===== src/rtl/image_mem_arbiter_if.sv =====
// Requester-side bus of the image RAM arbiter: one access request with its
// grant and the read-return path back to that requester.
interface image_mem_arbiter_if #(
  parameter int unsigned ADDR_W = 20,
  parameter int unsigned DATA_W = 8
);
  logic              req;
  logic              we;
  logic              lock;
  logic [ADDR_W-1:0] addr;
  logic [DATA_W-1:0] wdata;
  logic              gnt;
  logic              rvalid;
  logic [DATA_W-1:0] rdata;

  // Requester drives the access, arbiter answers with grant and read data.
  modport master (
    output req, we, lock, addr, wdata,
    input  gnt, rvalid, rdata
  );

  modport slave (
    input  req, we, lock, addr, wdata,
    output gnt, rvalid, rdata
  );
endinterface


===== src/rtl/image_mem_arbiter.sv =====
// Shares the single-port image RAM between the UART path (U) and the
// down-sampling engine (D). Grants are combinational, RAM controls are
// registered, and read data is steered back using a tag that travels with
// each read through a fixed-latency return pipe.
module image_mem_arbiter #(
  parameter int unsigned ADDR_W = 20,
  parameter int unsigned DATA_W = 8,
  parameter int unsigned RD_LAT = 2,
  parameter int unsigned U_PRIO = 0
) (
  input  logic                      clk,
  input  logic                      rst,
  image_mem_arbiter_if.slave        u_bus,
  image_mem_arbiter_if.slave        d_bus,
  output logic                      mem_en,
  output logic                      mem_we,
  output logic [ADDR_W-1:0]         mem_addr,
  output logic [DATA_W-1:0]         mem_wdata,
  input  logic [DATA_W-1:0]         mem_rdata,
  output logic                      busy
);

  typedef enum logic [1:0] {StIdle, StOwnU, StOwnD} state_e;

  state_e            state_q, state_d;
  logic              last_d_q, last_d_d;   // 1: most recent grant went to D
  logic              gnt_u, gnt_d;

  logic              mem_en_q, mem_en_d;
  logic              mem_we_q, mem_we_d;
  logic [ADDR_W-1:0] mem_addr_q, mem_addr_d;
  logic [DATA_W-1:0] mem_wdata_q, mem_wdata_d;

  // Return pipe: stage 0 lines up with the registered mem_en of the read,
  // stage RD_LAT with the cycle its data is on mem_rdata. Tag 1 = D.
  logic [RD_LAT:0]   pipe_v_q, pipe_v_d;
  logic [RD_LAT:0]   pipe_tag_q, pipe_tag_d;
  logic              ret_v;

  logic [DATA_W-1:0] u_rdata_q, u_rdata_d;
  logic [DATA_W-1:0] d_rdata_q, d_rdata_d;

  // Arbitration: at most one grant, restricted to the owner while locked.
  always_comb begin
    gnt_u = 1'b0;
    gnt_d = 1'b0;
    if (!rst) begin
      case (state_q)
        StOwnU:  gnt_u = u_bus.req;
        StOwnD:  gnt_d = d_bus.req;
        default: begin
          if (u_bus.req && d_bus.req) begin
            // U wins a tie under fixed priority, or when D had the last turn.
            if ((U_PRIO != 0) || last_d_q) gnt_u = 1'b1;
            else                           gnt_d = 1'b1;
          end else begin
            gnt_u = u_bus.req;
            gnt_d = d_bus.req;
          end
        end
      endcase
    end
  end

  assign u_bus.gnt = gnt_u;
  assign d_bus.gnt = gnt_d;

  // Ownership and round-robin history follow every grant.
  always_comb begin
    state_d  = state_q;
    last_d_d = last_d_q;
    if (gnt_u) begin
      state_d  = u_bus.lock ? StOwnU : StIdle;
      last_d_d = 1'b0;
    end else if (gnt_d) begin
      state_d  = d_bus.lock ? StOwnD : StIdle;
      last_d_d = 1'b1;
    end
  end

  // RAM issue: address and write data hold their last values when idle.
  always_comb begin
    mem_en_d    = gnt_u | gnt_d;
    mem_we_d    = (gnt_u & u_bus.we) | (gnt_d & d_bus.we);
    mem_addr_d  = mem_addr_q;
    mem_wdata_d = mem_wdata_q;
    if (gnt_u) begin
      mem_addr_d  = u_bus.addr;
      mem_wdata_d = u_bus.wdata;
    end else if (gnt_d) begin
      mem_addr_d  = d_bus.addr;
      mem_wdata_d = d_bus.wdata;
    end
    pipe_v_d   = {pipe_v_q[RD_LAT-1:0], mem_en_d & ~mem_we_d};
    pipe_tag_d = {pipe_tag_q[RD_LAT-1:0], gnt_d};
  end

  assign ret_v        = pipe_v_q[RD_LAT] & ~rst;
  assign u_bus.rvalid = ret_v & ~pipe_tag_q[RD_LAT];
  assign d_bus.rvalid = ret_v & pipe_tag_q[RD_LAT];

  // Read data is forwarded in its return cycle and held afterwards.
  always_comb begin
    u_rdata_d = u_bus.rvalid ? mem_rdata : u_rdata_q;
    d_rdata_d = d_bus.rvalid ? mem_rdata : d_rdata_q;
  end

  assign u_bus.rdata = u_rdata_d;
  assign d_bus.rdata = d_rdata_d;

  assign mem_en    = mem_en_q;
  assign mem_we    = mem_we_q;
  assign mem_addr  = mem_addr_q;
  assign mem_wdata = mem_wdata_q;
  assign busy      = (state_q != StIdle) | (|pipe_v_q);

  // State registers; reset flushes the return pipe and releases any lock.
  always_ff @(posedge clk) begin
    if (rst) begin
      state_q     <= StIdle;
      last_d_q    <= 1'b1;
      mem_en_q    <= 1'b0;
      mem_we_q    <= 1'b0;
      mem_addr_q  <= '0;
      mem_wdata_q <= '0;
      pipe_v_q    <= '0;
      pipe_tag_q  <= '0;
      u_rdata_q   <= '0;
      d_rdata_q   <= '0;
    end else begin
      state_q     <= state_d;
      last_d_q    <= last_d_d;
      mem_en_q    <= mem_en_d;
      mem_we_q    <= mem_we_d;
      mem_addr_q  <= mem_addr_d;
      mem_wdata_q <= mem_wdata_d;
      pipe_v_q    <= pipe_v_d;
      pipe_tag_q  <= pipe_tag_d;
      u_rdata_q   <= u_rdata_d;
      d_rdata_q   <= d_rdata_d;
    end
  end

endmodule

===== src/flat_wrapper.sv =====
// flat-port wrapper written by rule: the top's interface ports become plain ports
module image_mem_arbiter_flat 
#(
  parameter int unsigned ADDR_W = 20,
  parameter int unsigned DATA_W = 8,
  parameter int unsigned RD_LAT = 2,
  parameter int unsigned U_PRIO = 0
)
  (clk, rst, mem_en, mem_we, mem_addr, mem_wdata, mem_rdata, busy, u_bus_req, u_bus_we, u_bus_lock, u_bus_addr, u_bus_wdata, u_bus_gnt, u_bus_rvalid, u_bus_rdata, d_bus_req, d_bus_we, d_bus_lock, d_bus_addr, d_bus_wdata, d_bus_gnt, d_bus_rvalid, d_bus_rdata);
  image_mem_arbiter_if #(.ADDR_W(ADDR_W), .DATA_W(DATA_W)) u_bus_i ();
  image_mem_arbiter_if #(.ADDR_W(ADDR_W), .DATA_W(DATA_W)) d_bus_i ();
  input  logic clk;
  input  logic rst;
  output logic mem_en;
  output logic mem_we;
  output logic [ADDR_W-1:0] mem_addr;
  output logic [DATA_W-1:0] mem_wdata;
  input  logic [DATA_W-1:0] mem_rdata;
  output logic busy;
  input wire logic [$bits(u_bus_i.req)-1:0] u_bus_req;
  input wire logic [$bits(u_bus_i.we)-1:0] u_bus_we;
  input wire logic [$bits(u_bus_i.lock)-1:0] u_bus_lock;
  input wire logic [$bits(u_bus_i.addr)-1:0] u_bus_addr;
  input wire logic [$bits(u_bus_i.wdata)-1:0] u_bus_wdata;
  output wire logic [$bits(u_bus_i.gnt)-1:0] u_bus_gnt;
  output wire logic [$bits(u_bus_i.rvalid)-1:0] u_bus_rvalid;
  output wire logic [$bits(u_bus_i.rdata)-1:0] u_bus_rdata;
  input wire logic [$bits(d_bus_i.req)-1:0] d_bus_req;
  input wire logic [$bits(d_bus_i.we)-1:0] d_bus_we;
  input wire logic [$bits(d_bus_i.lock)-1:0] d_bus_lock;
  input wire logic [$bits(d_bus_i.addr)-1:0] d_bus_addr;
  input wire logic [$bits(d_bus_i.wdata)-1:0] d_bus_wdata;
  output wire logic [$bits(d_bus_i.gnt)-1:0] d_bus_gnt;
  output wire logic [$bits(d_bus_i.rvalid)-1:0] d_bus_rvalid;
  output wire logic [$bits(d_bus_i.rdata)-1:0] d_bus_rdata;
  assign u_bus_i.req = u_bus_req;
  assign u_bus_i.we = u_bus_we;
  assign u_bus_i.lock = u_bus_lock;
  assign u_bus_i.addr = u_bus_addr;
  assign u_bus_i.wdata = u_bus_wdata;
  assign u_bus_gnt = u_bus_i.gnt;
  assign u_bus_rvalid = u_bus_i.rvalid;
  assign u_bus_rdata = u_bus_i.rdata;
  assign d_bus_i.req = d_bus_req;
  assign d_bus_i.we = d_bus_we;
  assign d_bus_i.lock = d_bus_lock;
  assign d_bus_i.addr = d_bus_addr;
  assign d_bus_i.wdata = d_bus_wdata;
  assign d_bus_gnt = d_bus_i.gnt;
  assign d_bus_rvalid = d_bus_i.rvalid;
  assign d_bus_rdata = d_bus_i.rdata;
  image_mem_arbiter #(.ADDR_W(ADDR_W), .DATA_W(DATA_W), .RD_LAT(RD_LAT), .U_PRIO(U_PRIO)) u_core (.clk(clk), .rst(rst), .u_bus(u_bus_i), .d_bus(d_bus_i), .mem_en(mem_en), .mem_we(mem_we), .mem_addr(mem_addr), .mem_wdata(mem_wdata), .mem_rdata(mem_rdata), .busy(busy));
endmodule

===== config.mk =====
export PLATFORM = sky130hd
export DESIGN_NAME = image_mem_arbiter_flat
export DESIGN_NICKNAME = d
export VERILOG_FILES = /design/src/rtl/image_mem_arbiter_if.sv /design/src/rtl/image_mem_arbiter.sv /design/src/flat_wrapper.sv
export SDC_FILE = /design/constraint.sdc
export NUM_CORES = 1
export LEC_CHECK = 0
export CAP_MARGIN = 15
export CORE_AREA = 2 2 78 80
export DETAILED_ROUTE_END_ITERATION = 8
export DIE_AREA = 0 0 80 82
export HOLD_SLACK_MARGIN = 0.15
export PLACE_DENSITY = 0.87
export SKIP_CTS_REPAIR_TIMING = 1
export SYNTH_ARGS = -nofsm -noshare
export SYNTH_HDL_FRONTEND = slang
export SYNTH_SLANG_ARGS = --single-unit

===== constraint.sdc =====
create_clock -name clk -period 3.25 [get_ports clk]
set_clock_uncertainty 0.1 [all_clocks]
set_input_delay 0.325 -clock clk [delete_from_list [all_inputs] [get_ports clk]]
set_output_delay 0.325 -clock clk [all_outputs]
set_load 0.01 [all_outputs]

# Yosys cells after proc, flatten, opt, wreduce, memory -nomap -nowiden
# Index checks and enable logic that the tools add are counted.
[classes]
n_eq_ne = 2
n_mux = 20
bitwise_logic = 12
reduce_logical = 4
[ops]
columns = ["operator", "n"]
rows = [
  ["20-bit two-way mux", 2],
  ["8-bit two-way mux", 4],
  ["1-bit two-way mux", 9],
  ["1-bit AND", 6],
  ["2-bit two-way mux", 3],
  ["1-bit one-hot mux with 2 select lines", 2],
  ["2-bit nonzero test", 2],
  ["1-bit NOT", 3],
  ["1-bit OR", 3],
  ["3-bit OR reduction", 1],
  ["2-bit by 1-bit == test with 1-bit output (second input constant)", 1],
  ["2-bit == test (second input constant)", 1],
  ["1-bit logical AND", 1],
]
[word_totals]
regBits = 55
inputBits = 72
output_inout_bits = 51

# Depth between registers and ports, before layout
[logic_depth]
word_depth = 8
depth_mapped = 8
ltp_nobuf = 7

# Worst setup path before layout
# Ideal clock, no wire load.
[synth_timing]
path_kind = "reg2reg"
start = "register u_core.state_q[0]"
end = "register u_core.mem_wdata_q[7] (netlist: u_core.mem_wdata[7])"
arrival_time_ps = 1647
t_required_ps = 3003
setup_slack_ps = 1356
path_stages_with_launch = 8
synth_period_minus_slack_ps = 1894
path_cell_list = "dfxtp_1 -> inv_1 -> ha_1 -> or3b_1 -> nand4b_4 -> buf_4 -> buf_2 -> a311oi_1"
[synth_via]
elab_chain_cells = 4
word_cells_on_any_way = 8
classes_between = "eq/ne: 2; mux: 5; reduce/logical: 1"
[synth_rtl]
columns = ["element", "line", "source"]
rows = [
  ["start: declaration", "image_mem_arbiter.sv:25", "state_e state_q, state_d;"],
  ["start signal: assignment", "image_mem_arbiter.sv:120", "state_q <= StIdle;"],
  ["start signal: assignment", "image_mem_arbiter.sv:131", "state_q <= state_d;"],
  ["2-bit == test / 2-bit by 1-bit == test with 1-bit output (equally long branches)", "image_mem_arbiter.sv:48", "case (state_q)"],
  ["1-bit one-hot mux with 2 select lines", "image_mem_arbiter.sv:48", ""],
  ["1-bit two-way mux", "image_mem_arbiter.sv:47", "if (!rst) begin"],
  ["8-bit two-way mux / 2-bit nonzero test (equally long branches)", "-", ""],
  ["end signal: assignment", "image_mem_arbiter.sv:136", "mem_wdata_q <= mem_wdata_d;"],
  ["end: declaration", "image_mem_arbiter.sv:32", "logic [DATA_W-1:0] mem_wdata_q, mem_wdata_d;"],
]
# Several ways; a longest one is shown, not always the timed one.
# A chain may end at the register's enable or synchronous reset.

# Worst setup path after layout
[layout_timing]
start = "register u_core.state_q[0]"
end = "output port u_bus_gnt"
[layout_via]
elab_chain_cells = 3
word_cells_on_any_way = 4
classes_between = "eq/ne: 2; mux: 2"
[layout_rtl]
columns = ["element", "line", "source"]
rows = [
  ["2-bit == test / 2-bit by 1-bit == test with 1-bit output (equally long branches)", "image_mem_arbiter.sv:48", ""],
  ["1-bit one-hot mux with 2 select lines (*)", "image_mem_arbiter.sv:48", ""],
  ["1-bit two-way mux (*)", "image_mem_arbiter.sv:47", ""],
  ["end: declaration", "flat_wrapper.sv:25", "output wire logic [$bits(u_bus_i.gnt)-1:0] u_bus_gnt;"],
]
# Every way passes the cells marked *; elsewhere a longest branch is shown, timed or not.

==> results.py <==
metrics = {
    "synth": {
        "seq_area_frac_synth": 0.4591,
        "syn_nets": 326,
        "synthCells": 251,
        "synth-seq-cells": 55,
        "yosys.area.top_type": "dfxtp_1",
        "synthTopCellsByArea": "dfxtp_1 (46%), a311oi_2 (13%), nand2_1 (9.1%)",
        "synth_top_cell_area_share": 0.4591,
        "synth.distinct_cells": 25,
        "syn-cell-area_sq_um": 2399,
        "syn-mean-instance-area_sq_um": 9.556,
        "yosys_warnings": 0,
    },
    "worst_setup_path": {
        "critPathMaxFanout": 5,
        "worst_ep_arrival_time_ns": 2.18,
        "critPathCaptureType": "output pin",
        "path_buf_inv": 3,
        "reg2reg_depth": 7,
        "max_stage_delay_ns": 0.49,
        "timing.rr.start": "u_core.state_q[0]",
        "reg2reg_to": "u_core.mem_addr[16]",
        "required_ns": 2.82,
        "worstSetupPathType": "reg -> out",
        "crit_family": "buffers and inverters",
        "path_cells": "inv_1 -> ha_1 -> or3b_1 -> nand4b_4 -> inv_2 -> clkdlybuf4s50_1",
        "r2r_slack_ns": 0.76,
        "cpMaxStageDelayCell": "clkdlybuf4s50_1",
        "start_kind": "flop",
    },
    "hold_path": {
        "hp-start": "rst",
        "min_path_type": "in -> reg",
        "holdPathStages": 2,
        "holdPathEnd": "u_core.mem_wdata[1]",
    },
    "sta": {
        "relSlewSlack": 0.5477,
        "finalSetupTns_ns": 0,
        "max_freq_mhz": 384.3,
        "report.final.slew_viol_count": 0,
        "worstMarginPinSlew_ns": 0.6785,
        "final-hold-violation-count": 0,
        "setup_viol": 0,
        "whs_ns": 0.2286,
        "period_share": 0.8006,
        "rsz0062_at_grt": "no",
        "post-route-min-period_ns": 2.602,
    },
    "detailed_routing": {
        "drc": 0,
        "drt_iter0_drc": 62,
        "viasPerCell": 4.995,
        "detail-route-antenna-nets": 0,
        "vias": 2203,
        "drtPass1Iterations": 4,
        "routed_wirelength_microns": 6138,
        "routedWlPerCell_microns": 13.92,
    },
    "place": {
        "hpwl_microns": 4385,
        "gp_congestion": 0.7329,
        "io_buffers": 122,
        "place_area_sq_um": 3647,
    },
    "floorplan": {
        "die-area_sq_um": 6560,
        "die_x_microns": 80,
        "start_util": 0.4175,
        "dieHeight_microns": 82,
        "io_pins": 123,
        "rows": 28,
        "core_sq_um": 5746,
    },
    "pwr": {
        "clockPowerShare": 0.290,
        "peakVddDrop_mv": 0.2192,
        "p_total_mw": 1.525,
        "switching_power_mw": 0.3795,
        "p_leak_nw": 1.401,
        "power_density_nw_per_um2": 406.2,
        "intPower_mw": 1.145,
        "combPwrFrac": 0.225,
        "p_sw_frac": 0.2489,
        "pwr-share-seq": 0.485,
    },
    "grt": {
        "grt_max_degree": 60,
        "grt_use_total": 0.1851,
        "grt_overflow_total": 0,
        "grt_pass1_wl_microns": 9535,
        "grt_pass1_vias": 2068,
        "antenna_found_initial": 0,
    },
    "clock_tree": {
        "insertion_delay_ns": 0.30,
        "cts_buffer_depth": 2,
        "cts_sinks": 55,
        "numCtsBuffers": 5,
        "cts_tree": "yes",
        "path_clk_slew_ns": 0.10,
        "cts_max_level": 2,
        "clock_tree.root_cell": "clkbuf_8",
    },
    "cells_and_area": {
        "area_growth_pct": 56.49,
        "final_area_sq_um": 3754,
        "fin_util": 0.6533,
        "drive_gt1_frac": 0.1448,
        "antennaDiodeCount": 0,
        "nNetsFinal": 441,
        "nFillCells": 500,
    },
    "flow_run": {
        "cap_violations": 0,
    },
    "status": {
        "outcome": "finished clean",
    },
}
cell type report:
class | count | area, sq um | area share
clock buffers | 5 | 68.82 | 0.01833
flip-flops and latches | 55 | 1101 | 0.2933
repair buffers | 127 | 1254 | 0.3340
clock inverters | 2 | 37.54 | 0.01000
inverters | 6 | 22.52 | 0.006000
well taps | 75 | 93.84 | 0.02500
multi-input cells | 171 | 1176 | 0.3133
metal layers:
metal | wire (microns) | share of wire | GRT usage
met1 | 2701 | 0.44 | 0.2270
met2 | 2867 | 0.47 | 0.3133
met3 | 467 | 0.076 | 0.04945
met4 | 102 | 0.017 | 0.06610
met5 | 0 | 0 | 0
power groups by stage:
stage | logic (mW) | clock network (mW) | registers, mW
after floorplan | 0.137 | 0 | 0.769
after global placement | 0.337 | 0 | 0.754
after detailed placement | 0.345 | 0 | 0.754
after CTS | 0.347 | 0.456 | 0.740
after global routing | 0.368 | 0.481 | 0.745
final | 0.343 | 0.442 | 0.740
metrics by stage:
stage,setup WS (ns),std cells
6_report,0.6482,441
5_1_grt,0.5343,441
4_1_cts,0.6260,441
3_5_place_dp,0.7362,434
3_3_place_gp,0.8483,434
2_1_floorplan,1.356,251
state kept, by name, summed over array words and instances, names as in the netlist:
register	flops
u_core.mem_wdata	8
u_core.u_rdata_q	8
u_core.mem_we	1
u_core.pipe_v_q	3
u_core.last_d_q	1
u_core.pipe_tag_q	3
u_core.mem_en	1
u_core.d_rdata_q	8
u_core.state_q	2
u_core.mem_addr	20
cells in the mapped netlist (all sizes together):
cell type and n:
dfxtp 55, nand3b 2, buf 14, nand4b 1
a22o 1, nand3 2, ha 3, a21oi 3
or4b 1, inv 6, nor2b 21, nor2 28
clkbuf 5, mux2 16, or3b 1, mux2i 1
nand2 58, o21bai 1, nor3 1, nor3b 1
nand2b 2, a311oi 28
placed cells by master, fill, tap and decap left out, types with 3 or more instances in the layout:
cell type / netlist / routed
clkdlybuf4s50_1: 0 / 121
nand2_1: 58 / 58
dfxtp_1: 55 / 55
nor2_1: 28 / 28
nor2b_1: 21 / 21
a311oi_2: 20 / 20
mux2_2: 16 / 16
a311oi_1: 8 / 8
clkbuf_8: 0 / 5
buf_4: 4 / 5
inv_1: 4 / 4
a21oi_1: 3 / 3
ha_1: 3 / 3
worst reg2reg max path: cells and delay by family, from the launching register on:
family | cells | cell delay [ns]
compound gates | 1 | 0.29
simple gates | 3 | 0.69
flops | 1 | 0.36
fa+ha+maj | 1 | 0.34
buf+inv | 2 | 0.61
worst max path at each step:
| stage | startpoint | to | slack [ns] | cells after the start |
|---|---|---|---|---|
| finish | u_core.state_q[0] | u_bus_gnt | 0.65 | 6 |
| floorplan | u_core.state_q[0] | u_core.mem_wdata[7] | 1.36 | 7 |
| detailed placement | d_bus_req | u_core.mem_addr[16] | 0.74 | 6 |
| global route | u_core.state_q[0] | u_bus_gnt | 0.53 | 6 |
| global placement | d_bus_req | u_core.mem_addr[6] | 0.85 | 6 |
| CTS | u_core.state_q[0] | u_bus_gnt | 0.63 | 6 |
cells by family (layout without fill, tap and decap cells):
logic type	Yosys count	in the layout	synth area share
and+or+nand+nor	118	118	0.2280
DFF	55	55	0.4591
AOI/OAI and AO/OA	33	33	0.1675
buffers and inverters	25	140	0.05060
muxes	17	17	0.07929
adders and majority gates	3	3	0.01565
(Power assumes the default switching activity.)
==> variant 1 (config.mk and constraints unchanged) <==
`ADDR_W` is set to 20 in 3 places; all go to 28.
--- a/src/rtl/image_mem_arbiter_if.sv
+++ b/src/rtl/image_mem_arbiter_if.sv
@@ -1,7 +1,7 @@
 // Requester-side bus of the image RAM arbiter: one access request with its
 // grant and the read-return path back to that requester.
 interface image_mem_arbiter_if #(
-  parameter int unsigned ADDR_W = 20,
+  parameter int unsigned ADDR_W = 28,
   parameter int unsigned DATA_W = 8
 );
   logic              req;
--- a/src/rtl/image_mem_arbiter.sv
+++ b/src/rtl/image_mem_arbiter.sv
@@ -3,7 +3,7 @@
 // registered, and read data is steered back using a tag that travels with
 // each read through a fixed-latency return pipe.
 module image_mem_arbiter #(
-  parameter int unsigned ADDR_W = 20,
+  parameter int unsigned ADDR_W = 28,
   parameter int unsigned DATA_W = 8,
   parameter int unsigned RD_LAT = 2,
   parameter int unsigned U_PRIO = 0
--- a/src/flat_wrapper.sv
+++ b/src/flat_wrapper.sv
@@ -1,7 +1,7 @@
 // flat-port wrapper written by rule: the top's interface ports become plain ports
 module image_mem_arbiter_flat 
 #(
-  parameter int unsigned ADDR_W = 20,
+  parameter int unsigned ADDR_W = 28,
   parameter int unsigned DATA_W = 8,
   parameter int unsigned RD_LAT = 2,
   parameter int unsigned U_PRIO = 0
Interface: changed (resized d_bus_addr, mem_addr and u_bus_addr); port bits go from 123 to 147. The function was not compared with the original's and may differ.
==> variant 1 against the unedited design <==
Cell area grew 18%; routed wire length increased by 26%; cell count is 17% higher; area after synthesis up 15%; combinational power rose by 20%; core utilization is 12 points higher; sequential cell count is 8 higher; non-clock buffer count increased by 25; power increased by 27%; worst setup slack worse by 0.36 ns; critical path type unchanged; largest cell class unchanged; largest power group unchanged.
==> variant 1: results (changes against the unedited design) <==
| Metric | Value |
|---|---|
| Ys Warns | 0 (unchanged) |
| IO Port Bufs | 146 (was 122) |
| DR iter-0 viols | 97 (was 62) |
| Mux cell area share after synthesis | 6.912% (was 7.929%) |
| Largest net degree at the start of global routing | 50 (was 60) |
| CP max stage cell | clkdlybuf4s50_1 (unchanged) |
| Synth unique cells | 28 (was 25) |
| Worst-path clk slew | 0.07 ns (was 0.10 ns) |
| XOR/XNOR share of the synthesized area | 0% (unchanged) |
| Setup TNS | 0 ns (unchanged) |
| Share of cells above drive strength 1 | 14.55% (was 14.48%) |
| Layout Nets | 526 (was 441) |
| Sequential share of the synthesized area | 45.84% (was 45.91%) |
| Top cells by area, synth | dfxtp_1 (46%), a311oi_2 (11%), nand2_1 (10%) (was dfxtp_1 (46%), a311oi_2 (13%), nand2_1 (9.1%)) |
| Kind of cell adding the most delay to the critical path | buffers and inverters (unchanged) |
| Max Cap Viol | 0 (unchanged) |
| CTS Root Cell | clkbuf_8 (unchanged) |
| Avg WL per Cell | 14.97 µm (was 13.92 µm) |
| HP Class | primary input to flop (unchanged) |
| Gr usage total | 23.94% (was 18.51%) |
| CP Max Fanout | 28 (was 5) |
| Adder-cell share of the synthesized area | 1.364% (was 1.565%) |
| Syn nets | 387 (was 326) |
| Compound-Gate Fraction of Synth Area | 17.14% (was 16.74%) |
| Vias in the first global route | 2,634 (was 2,068) |
| Largest family of logic cells by synthesized area | simple AND/OR/NAND/NOR gates (unchanged) |
| First-pass detailed-route iteration total | 4 (unchanged) |
| VDD IR max | 0.3209 mV (was 0.2192 mV) |
| H-tree depth | 3 (was 2) |
| Via count | 2,651 (was 2,203) |
| CTS Buffer Depth | 2 (unchanged) |
| Pre-CTS setup slack | 0.5465 ns (was 0.7362 ns) |
| Worst hold start | rst (unchanged) |
| Ant diodes | 0 (unchanged) |
| Most frequent cells after synthesis | nand2_1 (74), dfxtp_1 (63), nor2_1 (36) (was nand2_1 (58), dfxtp_1 (55), nor2_1 (28)) |
| CP startpoint | u_core.state_q[0] (unchanged) |
| Initial antenna violation count | 0 (unchanged) |
| Max reg flops | 28 (was 20) |
| P_leak | 1.659 nW (was 1.401 nW) |
| Slowest stage delay, CP | 0.52 ns (was 0.49 ns) |
| Ys flop type | dfxtp_1 (unchanged) |
| RePlAce Congestion | 0.7695 (was 0.7329) |
| Worst flop-to-flop path startpoint | u_core.state_q[0] (unchanged) |
| Status | complete, no violations (unchanged) |
| Worst-Skew Late Latency | 0.34 ns (was 0.30 ns) |
| Post-synth ARST share | 0% (unchanged) |
| First-pass GRT wire length | 12,100 µm (was 9535 µm) |
| Total CTS buffers | 9 (was 5) |
| Placed Area | 0.004223 mm² (was 0.003647 mm²) |
| Slew Limit Headroom | 63.12% (was 54.77%) |
| Post-DP HPWL | 5490 µm (was 4385 µm) |
-- variant 1: cell families (layout without fill, tap and decap cells) --
| logic type | count (synthesis) | count (layout) |
|---|---|---|
| adders and majority gates | 3 | 3 |
| muxes | 17 | 17 |
| DFF | 63 | 63 |
| AOI/OAI and AO/OA | 41 | 41 |
| and+or+nand+nor | 142 | 142 |
| buffers and inverters | 30 | 174 |
-- variant 1: worst reg2reg max path, cell delays in order (launching register included) --
cell and delay [ns]:
dfxtp_1 0.35, inv_1 0.07, ha_1 0.33, or3b_1 0.41, nand4b_4 0.34, buf_4 0.56, nor2_1 0.14, a311oi_2 0.25
-- variant 1: final cells by class --
type                       instances  area (µm²)
timing repair buffer             152        1501
multi-input combinational        203        1344
fill                             442        1325
sequential                        63        1261
clock buffer                      10       137.6
tap                               75       93.84
clock inverter                     6       60.06
inverter                           6       22.52
-- variant 1: power breakdown --
part / leakage (nW) / total [W] / internal [W] / switching (W)
clock network: 0.0981 / 0.000674 / 0.000371 / 0.000304
logic: 1.04 / 0.000413 / 0.000242 / 0.000171
registers: 0.517 / 0.000854 / 0.000826 / 0.0000282
-- variant 1: final timing paths --
kind / end / slack [ns] / cells past startpoint
min: u_core.mem_addr[21] / 0.32 / 2
max reg2reg: u_core.mem_addr[23] / 0.61 / 7
max: u_bus_gnt / 0.29 / 6
min reg2reg: u_core.pipe_tag_q[1] / 0.35 / 1
-- variant 1: per-stage QoR --
stage / cells / hold slack, ns / total power [W]
3_5_place_dp: 499 / 0.3281 / 0.001283
3_3_place_gp: 499 / 0.3176 / 0.001274
5_1_grt: 515 / 0.3485 / 0.002019
2_1_floorplan: 296 / 0.3138 / 0.001047
6_report: 515 / 0.3166 / 0.001941
4_1_cts: 515 / 0.3151 / 0.001957
-- variant 1: per-layer routing --
layer  vias up  track usage (%)  share of wire [%]  wire (µm)
met1      1248            27.36                 39       3028
li1       1286                -                  -          -
met2       107            39.50                 50       3847
met3        10            9.670                9.6        738
met4         0            10.68                1.2         94
met5         -                0                  0          0
==> variant 2 (same settings) <==
Made on the original files. The 3 states of `state_e` get a one-hot encoding in 3 bits.
--- a/src/rtl/image_mem_arbiter.sv
+++ b/src/rtl/image_mem_arbiter.sv
@@ -20,7 +20,7 @@
   output logic                      busy
 );
 
-  typedef enum logic [1:0] {StIdle, StOwnU, StOwnD} state_e;
+  typedef enum logic [2:0] {StIdle = 3'b001, StOwnU = 3'b010, StOwnD = 3'b100} state_e;
 
   state_e            state_q, state_d;
   logic              last_d_q, last_d_d;   // 1: most recent grant went to D
Check against the original RTL: same outputs for any inputs over 10 cycles, from zero or initial values and one cycle with rst high; not proved beyond that.
==> variant 2 against the unedited design <==
Register-to-register slack improved by 0.40 ns; fmax fell by 1.5%; cell area rose by 4.9%; power rose by 1.6%; routed wire length rose by 19%; sequential power rose by 2.8%; critical endpoint is now d_bus_gnt; area after synthesis rose by 8.3%; sequential cell count rose by 1; worst setup slack got worse by 0.039 ns.
==> variant 2: results (changes against the unedited design) <==
| Metric | Value |
|---|---|
| Status | complete, no violations (unchanged) |
| First-pass GRT wire length | 11,300 µm (was 9535 µm) |
| Sequential share of the synthesized area | 43.16% (was 45.91%) |
| Mux cell area share after synthesis | 6.936% (was 7.929%) |
| Synth unique cells | 36 (was 25) |
| P_leak | 1.445 nW (was 1.401 nW) |
| XOR/XNOR share of the synthesized area | 0% (unchanged) |
| Adder-cell share of the synthesized area | 0% (was 1.565%) |
| Ant diodes | 0 (unchanged) |
| Flop2flop setup slack | 1.16 ns (was 0.76 ns) |
| Max reg flops | 20 (unchanged) |
| Placed Area | 0.003830 mm² (was 0.003647 mm²) |
| Worst-path clk slew | 0.10 ns (about the same) |
| Layout Nets | 459 (was 441) |
| IO Port Bufs | 122 (unchanged) |
| CP arrival | 2.22 ns (was 2.18 ns) |
| Slew Limit Headroom | 55.88% (was 54.77%) |
| CP most frequent cell | clkdlybuf4s50_1 |
| DR iter-0 viols | 142 (was 62) |
| Fill cells | 478 (was 500) |
| Post-synth ARST share | 0% (unchanged) |
| Via count | 2,568 (was 2,203) |
| HP Class | primary input to flop (unchanged) |
| Syn nets | 348 (was 326) |
| WL final | 7317 µm (was 6138 µm) |
| Vias in the first global route | 2,383 (was 2,068) |
| RePlAce Congestion | 0.7852 (was 0.7329) |
| Post-DP HPWL | 5124 µm (was 4385 µm) |
| Worst-Skew Late Latency | a little over 0.3 ns |
| Slowest stage delay, CP | 0.60 ns (was 0.49 ns) |
| CP Max Fanout | 6 (was 5) |
| Compound-Gate Fraction of Synth Area | 26.54% (was 16.74%) |
| Most frequent cells after synthesis | dfxtp_1 (56), a21oi_1 (31), nand3_1 (30) (was nand2_1 (58), dfxtp_1 (55), nor2_1 (28)) |
| Largest net degree at the start of global routing | 31 (was 60) |
| Share of cells above drive strength 1 | 13.66% (was 14.48%) |
| Top cells by area, synth | dfxtp_1 (43%), mux2_2 (6.9%), a311oi_1 (6.4%) (was dfxtp_1 (46%), a311oi_2 (13%), nand2_1 (9.1%)) |
| Total CTS buffers | 5 (unchanged) |
| Gr usage total | 21.82% (was 18.51%) |
| VDD IR max | 0.2254 mV (was 0.2192 mV) |
[variant 2: routing by layer]
| metal | wire length, µm | global-route usage [%] | vias to the layer above |
|---|---|---|---|
| met2 | 3686 | 39.25 | 108 |
| met1 | 3005 | 26.44 | 1208 |
| met5 | 0 | 0 | - |
| li1 | - | - | 1245 |
| met4 | 75 | 5.763 | 0 |
| met3 | 549 | 4.615 | 7 |
[variant 2: final timing paths]
check	startpoint	to	depth (start not counted)
hold / removal	rst	u_core.mem_addr[5]	2
hold reg to reg	u_core.pipe_tag_q[0]	u_core.pipe_tag_q[1]	1
setup reg to reg	u_core.state_q[1]	u_core.mem_addr[8]	5
setup / recovery	d_bus_req	d_bus_gnt	5
[variant 2: cells by family (layout without fill, tap and decap cells)]
logic type,after synthesis,after routing
AOI/OAI and AO/OA,99,99
buffers and inverters,32,144
DFF,56,56
muxes,16,16
and+or+nand+nor,73,73
[variant 2: layout make-up]
class	count	area share, %
clock inverters	3	0.6037
flip-flops and latches	56	28.47
clock buffers	5	1.748
well taps	75	2.383
multi-input cells	188	33.33
inverters	3	0.2860
repair buffers	133	33.17
[variant 2: metrics by stage]
stage                     util, %  setup slack [ns]  cells  hold slack, ns
after detailed placement    66.66            0.6398    454          0.3421
after global placement      66.66            0.6650    454          0.3215
final                       68.53            0.6089    463          0.3280
after global routing        68.53            0.5368    463          0.3464
after CTS                   68.27            0.6277    462          0.3228
after floorplan                 -             1.442    276          0.3138
[variant 2: worst reg2reg max path: stages (launching register included)]
cell	delay (ns)
dfxtp_1	0.48
nand2b_1	0.18
a21boi_2	0.49
buf_4	0.31
o21ai_0	0.12
a311oi_1	0.31
[variant 2: power breakdown]
group          total, W  switching, W  internal [W]
clock network  0.000386      0.000232      0.000153
registers      0.000761     0.0000283      0.000733
logic          0.000402      0.000177      0.000225
total           0.00155      0.000438       0.00111
